==> config.mk <==
export PLATFORM = sky130hd
export DESIGN_NAME = mbed_frame_packer
export DESIGN_NICKNAME = d
export VERILOG_FILES = /design/src/rtl/mbed_link_pkg.sv /design/src/rtl/sync_edge.sv /design/src/rtl/mbed_frame_packer.sv
export SDC_FILE = /design/constraint.sdc
export NUM_CORES = 1
export LEC_CHECK = 0
export BUFFER_PORTS_ARGS = -buffer_cell sky130_fd_sc_hd__buf_2
export CAP_MARGIN = 15
export CORE_AREA = 2 2 90 92
export DETAILED_ROUTE_END_ITERATION = 6
export DIE_AREA = 0 0 92 94
export PLACE_DENSITY = 0.78
export RECOVER_POWER = 100
export SKIP_LAST_GASP = 1
export SYNTH_ARGS = -nofsm -noshare
export SYNTH_HDL_FRONTEND = slang
export SYNTH_HIERARCHICAL = 1
export SYNTH_SLANG_ARGS = --single-unit
==> constraint.sdc <==
create_clock -name SYS_CLK -period 4.2 [get_ports SYS_CLK]
set_clock_uncertainty 0.1 [all_clocks]
set_input_delay 0 -clock SYS_CLK [delete_from_list [all_inputs] [get_ports SYS_CLK]]
set_output_delay 0 -clock SYS_CLK [all_outputs]
set_load 0.005 [all_outputs]
==> src/rtl/mbed_link_pkg.sv <==
// mbed_link_pkg: shared FSM states, constants and header helpers for the mbed frame packer
package mbed_link_pkg;
    typedef enum logic [2:0] {IDLE, LOAD, SEND, GAP, FETCH, LATCH, DONE} state_t;
    localparam logic [15:0] FILLER_WORD = 16'hFFFF;
    localparam int GAP_CYCLES = 2;
    function automatic logic [15:0] header_word(input logic [7:0] tag, input logic [7:0] seq);
        return {tag, seq};
    endfunction
    function automatic logic [7:0] header_seq(input logic [15:0] word);
        return word[7:0];
    endfunction
endpackage

==> src/rtl/sync_edge.sv <==
// sync_edge: optional 2-flop synchroniser followed by a rising-edge detector
module sync_edge #(
    parameter bit BYPASS = 1'b0
) (
    input  logic SYS_CLK,
    input  logic reset,
    input  logic d,
    output logic rise
);
    logic [1:0] sync;
    logic       prev;
    logic       lvl;
    assign lvl  = BYPASS ? d : sync[1];
    assign rise = lvl & ~prev;
    always_ff @(posedge SYS_CLK) begin
        if (reset) begin
            sync <= '0;
            prev <= 1'b0;
        end else begin
            sync <= {sync[0], d};
            prev <= lvl;
        end
    end
endmodule

==> src/rtl/mbed_frame_packer.sv <==
// mbed_frame_packer: frames FIFO samples as header/samples/checksum words paced by the SPI ENA/FIN handshake
module mbed_frame_packer #(
    parameter int          SAMPLES_PER_FRAME = 32,
    parameter int          UNDERRUN_TIMEOUT  = 256,
    parameter logic [7:0]  HEADER_TAG        = 8'hA5
) (
    input  logic        SYS_CLK,
    input  logic        reset,
    input  logic        mbed_rdy,
    input  logic        fifo_empty,
    output logic        fifo_rd,
    input  logic [15:0] fifo_dout,
    output logic        spi_ena,
    output logic [15:0] spi_data,
    input  logic        spi_fin,
    output logic        frame_active,
    output logic [7:0]  frame_seq,
    output logic [7:0]  underrun_cnt
);
    import mbed_link_pkg::*;
    localparam int         WW   = $clog2(UNDERRUN_TIMEOUT + 1);
    localparam logic [7:0] SPF8 = 8'(SAMPLES_PER_FRAME);
    state_t          state, state_nx;
    logic            rdy_rise, fin_rise;
    logic [7:0]      smp_cnt;
    logic [1:0]      gap_cnt;
    logic [WW-1:0]   wait_cnt;
    logic            cs_sent;
    logic [15:0]     word, csum;
    logic            ld_hdr, ld_smp, ld_fill, ld_cs;
    logic            gap_last, wait_last;
    sync_edge #(.BYPASS(1'b0)) u_rdy (
        .SYS_CLK (SYS_CLK),
        .reset   (reset),
        .d       (mbed_rdy),
        .rise    (rdy_rise)
    );
    sync_edge #(.BYPASS(1'b1)) u_fin (
        .SYS_CLK (SYS_CLK),
        .reset   (reset),
        .d       (spi_fin),
        .rise    (fin_rise)
    );
    assign gap_last     = gap_cnt == 2'(GAP_CYCLES - 1);
    assign wait_last    = wait_cnt == WW'(UNDERRUN_TIMEOUT - 1);
    assign spi_ena      = (state == LOAD) || (state == SEND);
    assign spi_data     = word;
    assign fifo_rd      = (state == FETCH) && !fifo_empty;
    assign frame_active = (state != IDLE) && (state != DONE);
    always_ff @(posedge SYS_CLK) begin
        if (reset) state <= IDLE;
        else       state <= state_nx;
    end
    always_comb begin
        state_nx = state;
        ld_hdr   = 1'b0;
        ld_smp   = 1'b0;
        ld_fill  = 1'b0;
        ld_cs    = 1'b0;
        case (state)
            IDLE:  if (rdy_rise) begin
                       ld_hdr   = 1'b1;
                       state_nx = LOAD;
                   end
            LOAD:  state_nx = SEND;
            SEND:  state_nx = fin_rise ? GAP : SEND;
            GAP:   if (gap_last) begin
                       if (cs_sent)              state_nx = DONE;
                       else if (smp_cnt < SPF8)  state_nx = FETCH;
                       else begin
                           ld_cs    = 1'b1;
                           state_nx = LOAD;
                       end
                   end
            // a non-empty FIFO always wins, even on the last wait cycle
            FETCH: if (!fifo_empty) state_nx = LATCH;
                   else if (wait_last) begin
                       ld_fill  = 1'b1;
                       state_nx = LOAD;
                   end
            LATCH: begin
                       ld_smp   = 1'b1;
                       state_nx = LOAD;
                   end
            DONE:  state_nx = IDLE;
            default: state_nx = IDLE;
        endcase
    end
    always_ff @(posedge SYS_CLK) begin
        if (reset) begin
            smp_cnt      <= '0;
            gap_cnt      <= '0;
            wait_cnt     <= '0;
            cs_sent      <= 1'b0;
            word         <= '0;
            csum         <= '0;
            frame_seq    <= '0;
            underrun_cnt <= '0;
        end else begin
            gap_cnt  <= (state == GAP) ? gap_cnt + 2'd1 : 2'd0;
            wait_cnt <= (state == FETCH && fifo_empty && !wait_last) ? wait_cnt + WW'(1) : '0;
            if (ld_hdr) begin
                word    <= header_word(HEADER_TAG, frame_seq);
                csum    <= header_word(HEADER_TAG, frame_seq);
                smp_cnt <= '0;
                cs_sent <= 1'b0;
            end
            if (ld_smp) begin
                word    <= fifo_dout;
                csum    <= csum + fifo_dout;
                smp_cnt <= smp_cnt + 8'd1;
            end
            if (ld_fill) begin
                word         <= FILLER_WORD;
                csum         <= csum + FILLER_WORD;
                smp_cnt      <= smp_cnt + 8'd1;
                underrun_cnt <= (underrun_cnt == 8'hFF) ? underrun_cnt : underrun_cnt + 8'd1;
            end
            if (ld_cs) begin
                word    <= csum;
                cs_sent <= 1'b1;
            end
            if (state == DONE) frame_seq <= frame_seq + 8'd1;
        end
    end
endmodule

==> results of run 1 <==
## per-stage QoR
| step | total power [mW] | hold slack, ps | instances | util (%) |
|---|---|---|---|---|
| 6_report | 1.55 | 336 | 691 | 65.6 |
| 5_1_grt | 1.60 | 352 | 691 | 65.6 |
| 4_1_cts | 1.55 | 303 | 691 | 66.0 |
| 3_5_place_dp | 0.928 | 119 | 656 | 60.5 |
| 3_3_place_gp | 0.924 | 112 | 656 | 60.5 |
| 2_1_floorplan | 0.879 | -64.2 | 524 | - |
## worst max-delay path: cells and delay by family
family | cells | cell delay (ps)
buffers and inverters | 3 | 2850
and+or+nand+nor | 2 | 670
## layout by cell type, fill, tap and decap left out, drive strengths merged, types with 14 or more instances in the layout
| master | synthesis | layout |
|---|---|---|
| buf | 3 | 42 |
| o21ai | 33 | 33 |
| clkbuf | 27 | 28 |
| nand3 | 15 | 15 |
| dlygate4sd3 | 0 | 20 |
| ha | 22 | 22 |
| xor2 | 15 | 15 |
| xnor2 | 18 | 18 |
| nand2 | 39 | 39 |
| a21oi | 39 | 39 |
| a22oi | 14 | 14 |
| nor2b | 14 | 14 |
| nor3 | 16 | 16 |
| nor2 | 65 | 65 |
| dfxtp | 75 | 75 |
## layout make-up
class,instances,area [um2]
Clock buffer,10,138
Clock inverter,5,77.6
Fill cell,659,2620
Inverter,9,33.8
Multi-Input combinational cell,410,2620
Sequential cell,75,1500
Tap cell,102,128
Timing Repair Buffer,80,488
## sequential cells by signal, summed over array words and instances (netlist names), 2 cells and up
register	cells
csum	16
frame_seq	8
gap_cnt	2
smp_cnt	8
spi_data	16
state	3
u_rdy/sync	2
underrun_cnt	8
wait_cnt	9
## final timing paths
kind | startpoint | to | slack [ps]
worst max register to register | csum[0] | csum[14] | 1000
worst max-delay path | reset | wait_cnt[7] | 770
worst min register to register | gap_cnt[0] | gap_cnt[0] | 340
worst min-delay path | spi_fin | u_fin/prev | 340
## metal layers
metal | track usage, % | share of wire (%)
met4 | 11.7 | 1.9
met3 | 3.61 | 6.5
met5 | 0 | 0
met1 | 34.2 | 43
met2 | 45.3 | 48
## report_power, final
| part | switching [mW] | internal (mW) |
|---|---|---|
| combinational | 0.109 | 0.0850 |
| sequential | 0.0164 | 0.721 |
| clock | 0.271 | 0.346 |
| total | 0.396 | 1.15 |
## Yosys cell counts (4+ instances only)
cell,number
a211oi_1,13
nor2b_1,11
a31oi_1,8
nand2b_1,4
a221oi_1,10
nand3_1,15
o21bai_1,4
and3_1,6
nor3_1,15
inv_1,9
nor4_1,4
nand2_1,39
xor2_1,15
dfxtp_1,75
a21oi_1,39
or3_1,4
a22oi_1,14
clkbuf_1,27
nor2_1,65
o21ai_0,33
ha_1,22
nand4_1,8
xnor2_1,18
a21o_1,6
## cells by family (layout without fill, tap and decap cells)
kind of cell               count (synthesis)  after routing  synth area share [%]
muxes                                      2              2                 0.497
AOI/OAI and AO/OA                        155            155                  23.8
adders and majority gates                 23             23                  6.90
xor gates and xnor gates                  33             33                  6.76
DFF                                       75             75                  35.1
buffers and inverters                     39            104                  3.63
and+or+nand+nor                          197            197                  23.3
==> metrics, run 1 <==
vias post-DR=4,194; R2R depth=8; Fin Setup TNS=0 ps; Final Max Tran Viols=68; share of cells above drive strength 1=11.4%; synthesis warning total=6; post-DP HPWL=7410 um; initial antenna violation count=0; IO Pins=56; antenna violation net count after detailed routing=0; Hold Path Class=input pin to flop; Synth Flop Type=dfxtp_1; WP data arrival=3550 ps; Slew headroom=-101%; Post-Route WL=11,100 um; number of max-cap violations=1; cell taking the most area after synthesis=dfxtp_1; Worst path max stage delay=2140 ps; maximum VDD drop=0.164 mV; Residual DRC=0; post-synth cell types=63; synthesized flop and latch total=75; die area=8650 um2; Reg clk slew, reported paths=80 ps; EDFF count, synth=0; setup ws final=772 ps; TritonCTS buffer count=9; Syn-to-layout area delta=16.6%; Placer Congestion=0.854; pin count of the biggest net entering global routing=68; Design Area, Final=4990 um2; Row Count=32; first-pass GRT wire length=18,500 um; RSZ-0062 raised after global routing=no; Synth area leaders=dfxtp_1 (35%), ha_1 (6.4%), nor2_1 (5.7%); routed vias/inst=6.07; critical path's slowest cell=clkbuf_1; Leakage Power=1.90 nW; GRT Resource Usage Total=26.7%; cells after synthesis=524; setup bufs post-CTS=0; number of diodes=0; CORE AREA=7610 um2; register area share after synthesis=35.1%; crit path kind=input pin to flop; Worst setup SP type=input pin; most frequent CP cell=clkbuf_1; status=finished, violations left; worst skew pair latency=350 ps; Die Height=94 um; IO buf count=55; vias in the first global route=3,922; die extent in x=92 um; Wirelength per Cell=16.1 um; Pre-antenna DRT Iters=5; total clock sinks=75; Slew @ Worst Pin=3010 ps; clock root cell=clkbuf_8; final hold viol count=0; Syn Area/Cell=8.16 um2; gr ovfl total=0; P per Cell Area=310 nW/um2; H-Tree Depth=3; Starting Density=56.2%; post-synth top area share=35.1%; post-cts resize count=0; failing checks=capacitance limit, slew limit; final worst path period need=3430 ps; Place WS=1070 ps; Mapped Nets=568; Final Net Count=629; Max Clk Rate=0.292 GHz; synthesized cell area=4280 um2; Worst Path Required=4320 ps; ys async rst share=0%; hold depth=3; critical path fanouts, max=67; Hold-fix buffers, CTS=20; CTS max path bufs=2; Initial DRC Count=292; critical path, cell by cell=dlygate4sd3_1 -> clkbuf_1 -> clkbuf_1 -> or2_0 -> nor2_1; Final setup violation count=0; period utilisation layout=81.6%; TritonCTS clock tree=done; Crit. End Element=flop; Post-DP Area=4600 um2
No activity file was read; power rests on OpenSTA's default activity.
==> inputs of run 2 (changes only) <==
==> constraint.sdc (replaced) <==
create_clock -name SYS_CLK -period 3.5 [get_ports SYS_CLK]
set_clock_uncertainty 0.1 [all_clocks]
set_input_delay 0 -clock SYS_CLK [delete_from_list [all_inputs] [get_ports SYS_CLK]]
set_output_delay 0 -clock SYS_CLK [all_outputs]
set_load 0.005 [all_outputs]
==> run 2 against run 1 <==
  * Flip-flop and latch count stayed put
  * Highest routed layer unchanged
  * Via count rose by 0.69%
  * Critical path depth is the same
  * Sequential power increased by 20%
  * Clock-buffer cell count did not move
  * Power increased by 16%
  * Register-to-register slack worse by 550 ps
  * The run still ends with capacitance limit, slew limit left
  * Global-route usage down 0.40 points
  * Largest cell class unchanged
  * Largest power group unchanged
  * Final area up 0.10%
  * First-iteration DRC count up 18%
  * Worst setup slack worse by 330 ps
==> metrics, run 2 (synthesis gave the netlist of run 1 again) <==
final worst path period need=3060 ps; vias post-DR=4,223 (was 4,194); critical path fanouts, max=51 (was 67); number of max-cap violations=1 (unchanged); status=finished, violations left (unchanged); TritonCTS buffer count=9 (unchanged); Hold-fix buffers, CTS=20 (unchanged); Layout Cells excl Fill=696 (was 691); worst skew pair latency=360 ps (was 350 ps); antenna violation net count after detailed routing=0 (unchanged); Fill cells=640 (was 659); Worst setup SP type=input pin (unchanged); Slew headroom=-55.8% (was -101%); CORE AREA=7610 um2 (unchanged); routed vias/inst=6.07 (about the same); Slew @ Worst Pin=2340 ps (was 3010 ps); Worst Path Required=3630 ps (was 4320 ps); Placed Cells incl. Taps=659 (was 656); die extent in x=92 um (unchanged); Row Count=32 (unchanged); Initial DRC Count=344 (was 292); Post-Route WL=11,200 um (was 11,100 um); Residual DRC=0 (unchanged); period utilisation layout=87.5%; post-DP HPWL=7400 um (was 7410 um); WP data arrival=3200 ps (was 3550 ps); H-Tree Depth=3 (unchanged); multi-input logic area=2620 um2 (unchanged); final hold viol count=0 (unchanged); Final setup violation count=0 (unchanged); gr ovfl total=0 (unchanged); post-cts resize count=0 (unchanged); die area=8650 um2 (unchanged); pin count of the biggest net entering global routing=52 (was 68); Starting Density=56.2% (unchanged); Hold Path Class=input pin to flop (unchanged); Wirelength per Cell=16.1 um (about the same); commonest non-fill, non-tap cell in the layout=dfxtp_1 (unchanged); most frequent cells in the layout=dfxtp_1 (75), nor2_1 (65), buf_2 (41) (was dfxtp_1 (75), nor2_1 (65), nand2_1 (39), a21oi_1 (39), buf_2 (38)); setup bufs post-CTS=0 (unchanged); Final Net Count=633 (was 629); vias in the first global route=3,851 (was 3,922); register area=1500 um2 (unchanged); Die Height=94 um (unchanged); crit path kind=input pin to flop (unchanged); share of cells above drive strength 1=12.1% (was 11.4%); Placer Congestion=0.891 (was 0.854); failing checks=capacitance limit, slew limit (unchanged); IO buf count=55 (unchanged); initial antenna violation count=0 (unchanged); total clock sinks=75 (unchanged); Fin Setup TNS=0 ps (unchanged); Leakage Power=1.90 nW (about the same); Reg clk slew, reported paths=80 ps (about the same); GRT Resource Usage Total=26.3% (was 26.7%); Crit. End Element=flop (unchanged); clock root cell=clkbuf_8 (unchanged); number of diodes=0 (unchanged); IO Pins=56 (unchanged); Syn-to-layout area delta=16.7% (was 16.6%); TritonCTS clock tree=done (unchanged); reg2reg setup slack=450 ps (was 1000 ps); RSZ-0062 raised after global routing=no (unchanged); CTS max path bufs=2 (unchanged); Pre-antenna DRT Iters=5 (unchanged); maximum VDD drop=0.232 mV (was 0.164 mV); Max Clk Rate=0.326 GHz; Final Max Tran Viols=52 (was 68); P per Cell Area=359 nW/um2 (was 310 nW/um2); first-pass GRT wire length=18,400 um (was 18,500 um); total power draw=1.79 mW (was 1.55 mW)
run 2: cell count changes in the layout (fill, tap and decap cells not counted), sizes merged:
cell	before	now
clkbuf	28	27
bufinv	2	1
clkinvlp	1	3
buf	42	47
run 2: layer usage:
layer  share of wire [%]  track usage (%)
met2                  47             44.4
met4                 2.0             9.70
met3                 6.8             3.93
met5                   0                0
met1                  44             34.3
run 2: where the power goes:
group / internal, mW / total [mW] / switching, mW
sequential: 0.865 / 0.885 / 0.0197
clock: 0.329 / 0.672 / 0.342
combinational: 0.105 / 0.238 / 0.133
total: 1.30 / 1.79 / 0.495
run 2: metrics by stage:
step	cell area [um2]	util, %	setup slack [ps]	hold slack (ps)
floorplan	4280	-	870	-64.2
global placement	4630	60.8	548	106
detailed placement	4630	60.8	456	150
CTS	5020	66.0	418	316
global route	4990	65.6	140	337
finish	4990	65.6	437	315
run 2: path summary, 6_finish.rpt:
check	startpoint	endpoint	cells past startpoint
worst max-delay path	reset	wait_cnt[4]	5
worst min-delay path	spi_fin	u_fin/prev	3
worst max register to register	wait_cnt[0]	spi_data[6]	11
worst min register to register	gap_cnt[0]	gap_cnt[0]	1
run 2: worst max-delay path, cell delays in order:
cell and delay [ps]:
dlygate4sd3_1 540, buf_2 330, clkbuf_1 1690, or2_0 510, nor2_1 100
run 2: area by class of cell:
type	instances	area share, %
Multi-Input combinational cell	410	52.5
Sequential cell	75	30.1
Timing Repair Buffer	84	10.3
Clock buffer	10	2.56
Tap cell	102	2.56
Clock inverter	6	1.33
Inverter	9	0.677
==> inputs of run 3 (changes only) <==
--- a/config.mk
+++ b/config.mk
@@ -10,10 +10,11 @@
 export CORE_AREA = 2 2 90 92
 export DETAILED_ROUTE_END_ITERATION = 6
 export DIE_AREA = 0 0 92 94
-export PLACE_DENSITY = 0.78
+export GPL_TIMING_DRIVEN = 0
+export HOLD_SLACK_MARGIN = 0.1
+export PLACE_DENSITY = 0.77
 export RECOVER_POWER = 100
 export SKIP_LAST_GASP = 1
 export SYNTH_ARGS = -nofsm -noshare
 export SYNTH_HDL_FRONTEND = slang
-export SYNTH_HIERARCHICAL = 1
 export SYNTH_SLANG_ARGS = --single-unit
==> run 3 against run 2 <==
  * The flow now finishes without violations
  * Die area did not move
  * Highest routed layer unchanged
  * Critical path depth is 7 higher
  * Non-clock buffer count rose by 22
  * Final area grew 0.23%
  * Register-to-register slack worse by 90 ps
  * Critical path type is now flop to flop
  * Maximum frequency decreased by 2.4%
  * Via count is 1.2% higher
  * Flip-flop and latch count unchanged
  * Clock-buffer cell count is 1 lower
  * Sequential power is 2% higher
  * Hold slack got worse by 7.4 ps
==> metrics, run 3 <==
status=complete, no violations (was finished, violations left); first-pass GRT wire length=18,900 um (was 18,400 um); Row Count=32 (unchanged); final hold viol count=0 (unchanged); Wirelength per Cell=16.1 um (about the same); Initial DRC Count=311 (was 344); maximum VDD drop=0.357 mV (was 0.232 mV); post-synthesis adder-cell area fraction=6.96% (was 6.90%); Slew headroom=25.5% (was -55.8%); count leader, synth=dfxtp_1 (unchanged); GRT Resource Usage Total=27.6% (was 26.3%); total clock sinks=75 (unchanged); Final Max Tran Viols=0 (was 52); Synth area leaders=dfxtp_1 (35%), ha_1 (6.5%), nor2_1 (5.8%) (was dfxtp_1 (35%), ha_1 (6.4%), nor2_1 (5.7%)); most frequent cells in the layout=dfxtp_1 (75), nor2_1 (65), a21oi_1 (45) (was dfxtp_1 (75), nor2_1 (65), buf_2 (41)); cells after synthesis=521 (was 524); Mapped Nets=565 (was 568); routed vias/inst=5.98 (was 6.07); Fill cells=649 (was 640); CORE AREA=7610 um2 (unchanged); Starting Density=55.8% (was 56.2%); final worst path period need=3140 ps (was 3060 ps); largest family of logic cells by synthesized area=compound AO/OA/AOI/OAI gates (unchanged); ys async rst share=0% (unchanged); Synth Area in XOR/XNOR=7.02% (was 6.76%); Final setup violation count=0 (unchanged); Max Clk Rate=0.319 GHz (was 0.326 GHz); Syn-to-layout area delta=18.0% (was 16.7%); Crit. End Element=flop (unchanged); Worst Path Required=3680 ps (was 3630 ps); Leakage Power=1.89 nW (was 1.90 nW); Hold Path Class=input pin to flop (unchanged); Worst setup SP type=flop (was input pin); share of cells above drive strength 1=11.1% (was 12.1%); RSZ-0062 raised after global routing=no (unchanged); EDFF count, synth=0 (unchanged); Final Net Count=652 (was 633); TritonCTS clock tree=done (unchanged); critical path fanouts, max=10 (was 51); Post-Route WL=11,500 um (was 11,200 um); Syn Area/Cell=8.14 um2 (was 8.16 um2); period utilisation layout=89.7% (was 87.5%); Synth Flop Type=dfxtp_1 (unchanged); Reg clk slew, reported paths=100 ps (was 80 ps); Pre-antenna DRT Iters=5 (unchanged); number of diodes=0 (unchanged); total power draw=1.93 mW (was 1.79 mW); Fin Setup TNS=0 ps (unchanged); die area=8650 um2 (unchanged); commonest non-fill, non-tap cell in the layout=dfxtp_1 (unchanged); IO buf count=55 (unchanged); synthesized flop and latch total=75 (unchanged); H-Tree Depth=3 (unchanged); initial antenna violation count=0 (unchanged); pin count of the biggest net entering global routing=16 (was 52); crit path kind=flop to flop (was input pin to flop); Design Area, Final=5000 um2 (was 4990 um2); clock root cell=clkbuf_8 (unchanged); WP data arrival=3320 ps (was 3200 ps); TritonCTS buffer count=9 (unchanged); die extent in x=92 um (unchanged); synthesized cell area=4240 um2 (was 4280 um2); multiplexer share of the synthesized area=0.737% (was 0.497%); number of max-cap violations=0 (was 1); post-DP HPWL=8160 um (was 7400 um); cell taking the most area after synthesis=dfxtp_1 (unchanged); Placer Congestion=0.917 (was 0.891); Slew @ Worst Pin=1110 ps (was 2340 ps); post-synthesis compound-gate area fraction=23.9% (was 23.8%); synthesis warning total=0 (was 6); CTS max path bufs=2 (unchanged); Commonest cells post-synth=dfxtp_1 (75), nor2_1 (65), a21oi_1 (45) (was dfxtp_1 (75), nor2_1 (65), a21oi_1 (39), nand2_1 (39), o21ai_0 (33)); antenna violation net count after detailed routing=0 (unchanged); post-synth top area share=35.4% (was 35.1%); Post-DP Area=4640 um2 (was 4630 um2); vias in the first global route=3,923 (was 3,851); Layout Utilization=65.8% (was 65.6%); Residual DRC=0 (unchanged); Die Height=94 um (unchanged); register area share after synthesis=35.4% (was 35.1%); post-synth cell types=60 (was 63); IO Pins=56 (unchanged); gr ovfl total=0 (unchanged); vias post-DR=4,273 (was 4,223); Post-Synth Simple-Gate Area=20.9% (was 23.3%); worst skew pair latency=350 ps (was 360 ps); setup bufs post-CTS=0 (unchanged); P per Cell Area=385 nW/um2 (was 359 nW/um2)
==> run 3: cell count changes in the layout (fill, tap and decap cells not counted), moves of 5 or more <==
cell,before,now
a21oi_1,39,45
inv_1,9,15
clkbuf_1,18,40
buf_4,6,1
nor3_1,16,11
a21o_1,6,1
==> run 3: kinds of logic after synthesis <==
kind of cell	count (synthesis)
buffers and inverters	45
adder cells (fa/ha/maj)	23
AO/OA/AOI/OAI	157
multiplexers	3
flip-flops	75
XOR/XNOR	34
AND/OR/NAND/NOR	184
==> run 3: what timing repair did <==
| item | in CTS | in global routing |
|---|---|---|
| cloned | 0 | 0 |
| setup endpoints to repair | 10 | 10 |
| hold buffers | 21 | 0 |
| resized for setup | 1 | 3 |
| hold endpoints to repair | 29 | 0 |
==> run 3: final timing paths <==
| path | to | start | cells past startpoint | slack, ps |
|---|---|---|---|---|
| worst min-delay path | u_fin.prev | spi_fin | 3 | 310 |
| worst max-delay path | spi_data[6] | wait_cnt[0] | 12 | 360 |
| worst min register to register | gap_cnt[0] | gap_cnt[0] | 1 | 350 |
| worst max register to register | spi_data[6] | wait_cnt[0] | 12 | 360 |
==> run 3: report_power, final <==
| part | switching [mW] | internal (mW) |
|---|---|---|
| combinational | 0.220 | 0.164 |
| clock | 0.367 | 0.270 |
| sequential | 0.0282 | 0.877 |
| total | 0.615 | 1.31 |
==> run 3: through the flow <==
step,cells,hold WS (ps),setup WS [ps]
after floorplan,521,-62.4,762
after global placement,678,118,-34.4
after detailed placement,678,123,-102
after CTS,715,302,112
after global routing,715,348,134
final,715,308,362
==> run 3: layout make-up <==
class / instances / area, um2 / share of cell area [%]
Multi-Input combinational cell: 401 / 2530 / 50.6
Buffer: 30 / 143 / 2.85
Timing Repair Buffer: 76 / 463 / 9.25
Inverter: 15 / 56.3 / 1.13
Clock inverter: 7 / 58.8 / 1.17
Sequential cell: 75 / 1500 / 30.0
Tap cell: 102 / 128 / 2.55
Clock buffer: 9 / 124 / 2.48
==> run 3: metal layers <==
layer / track usage, % / part of all wire, % / vias to the layer above
li1: - / - / 2075
met1: 35.2 / 44 / 2008
met2: 45.2 / 47 / 173
met3: 6.58 / 8.1 / 17
met4: 10.8 / 1.6 / 0
met5: 0 / 0 / -
==> run 3: worst max-delay path, stage by stage (launching register included) <==
cell      delay, ps
dfxtp_1         340
ha_1            230
nand3_1         120
nor2_1           80
and3_1          190
ha_1            190
and2_0          220
o21ai_2         410
nand2_1         190
nor2_2          380
clkbuf_2        340
a22oi_1         100
a21oi_1         180
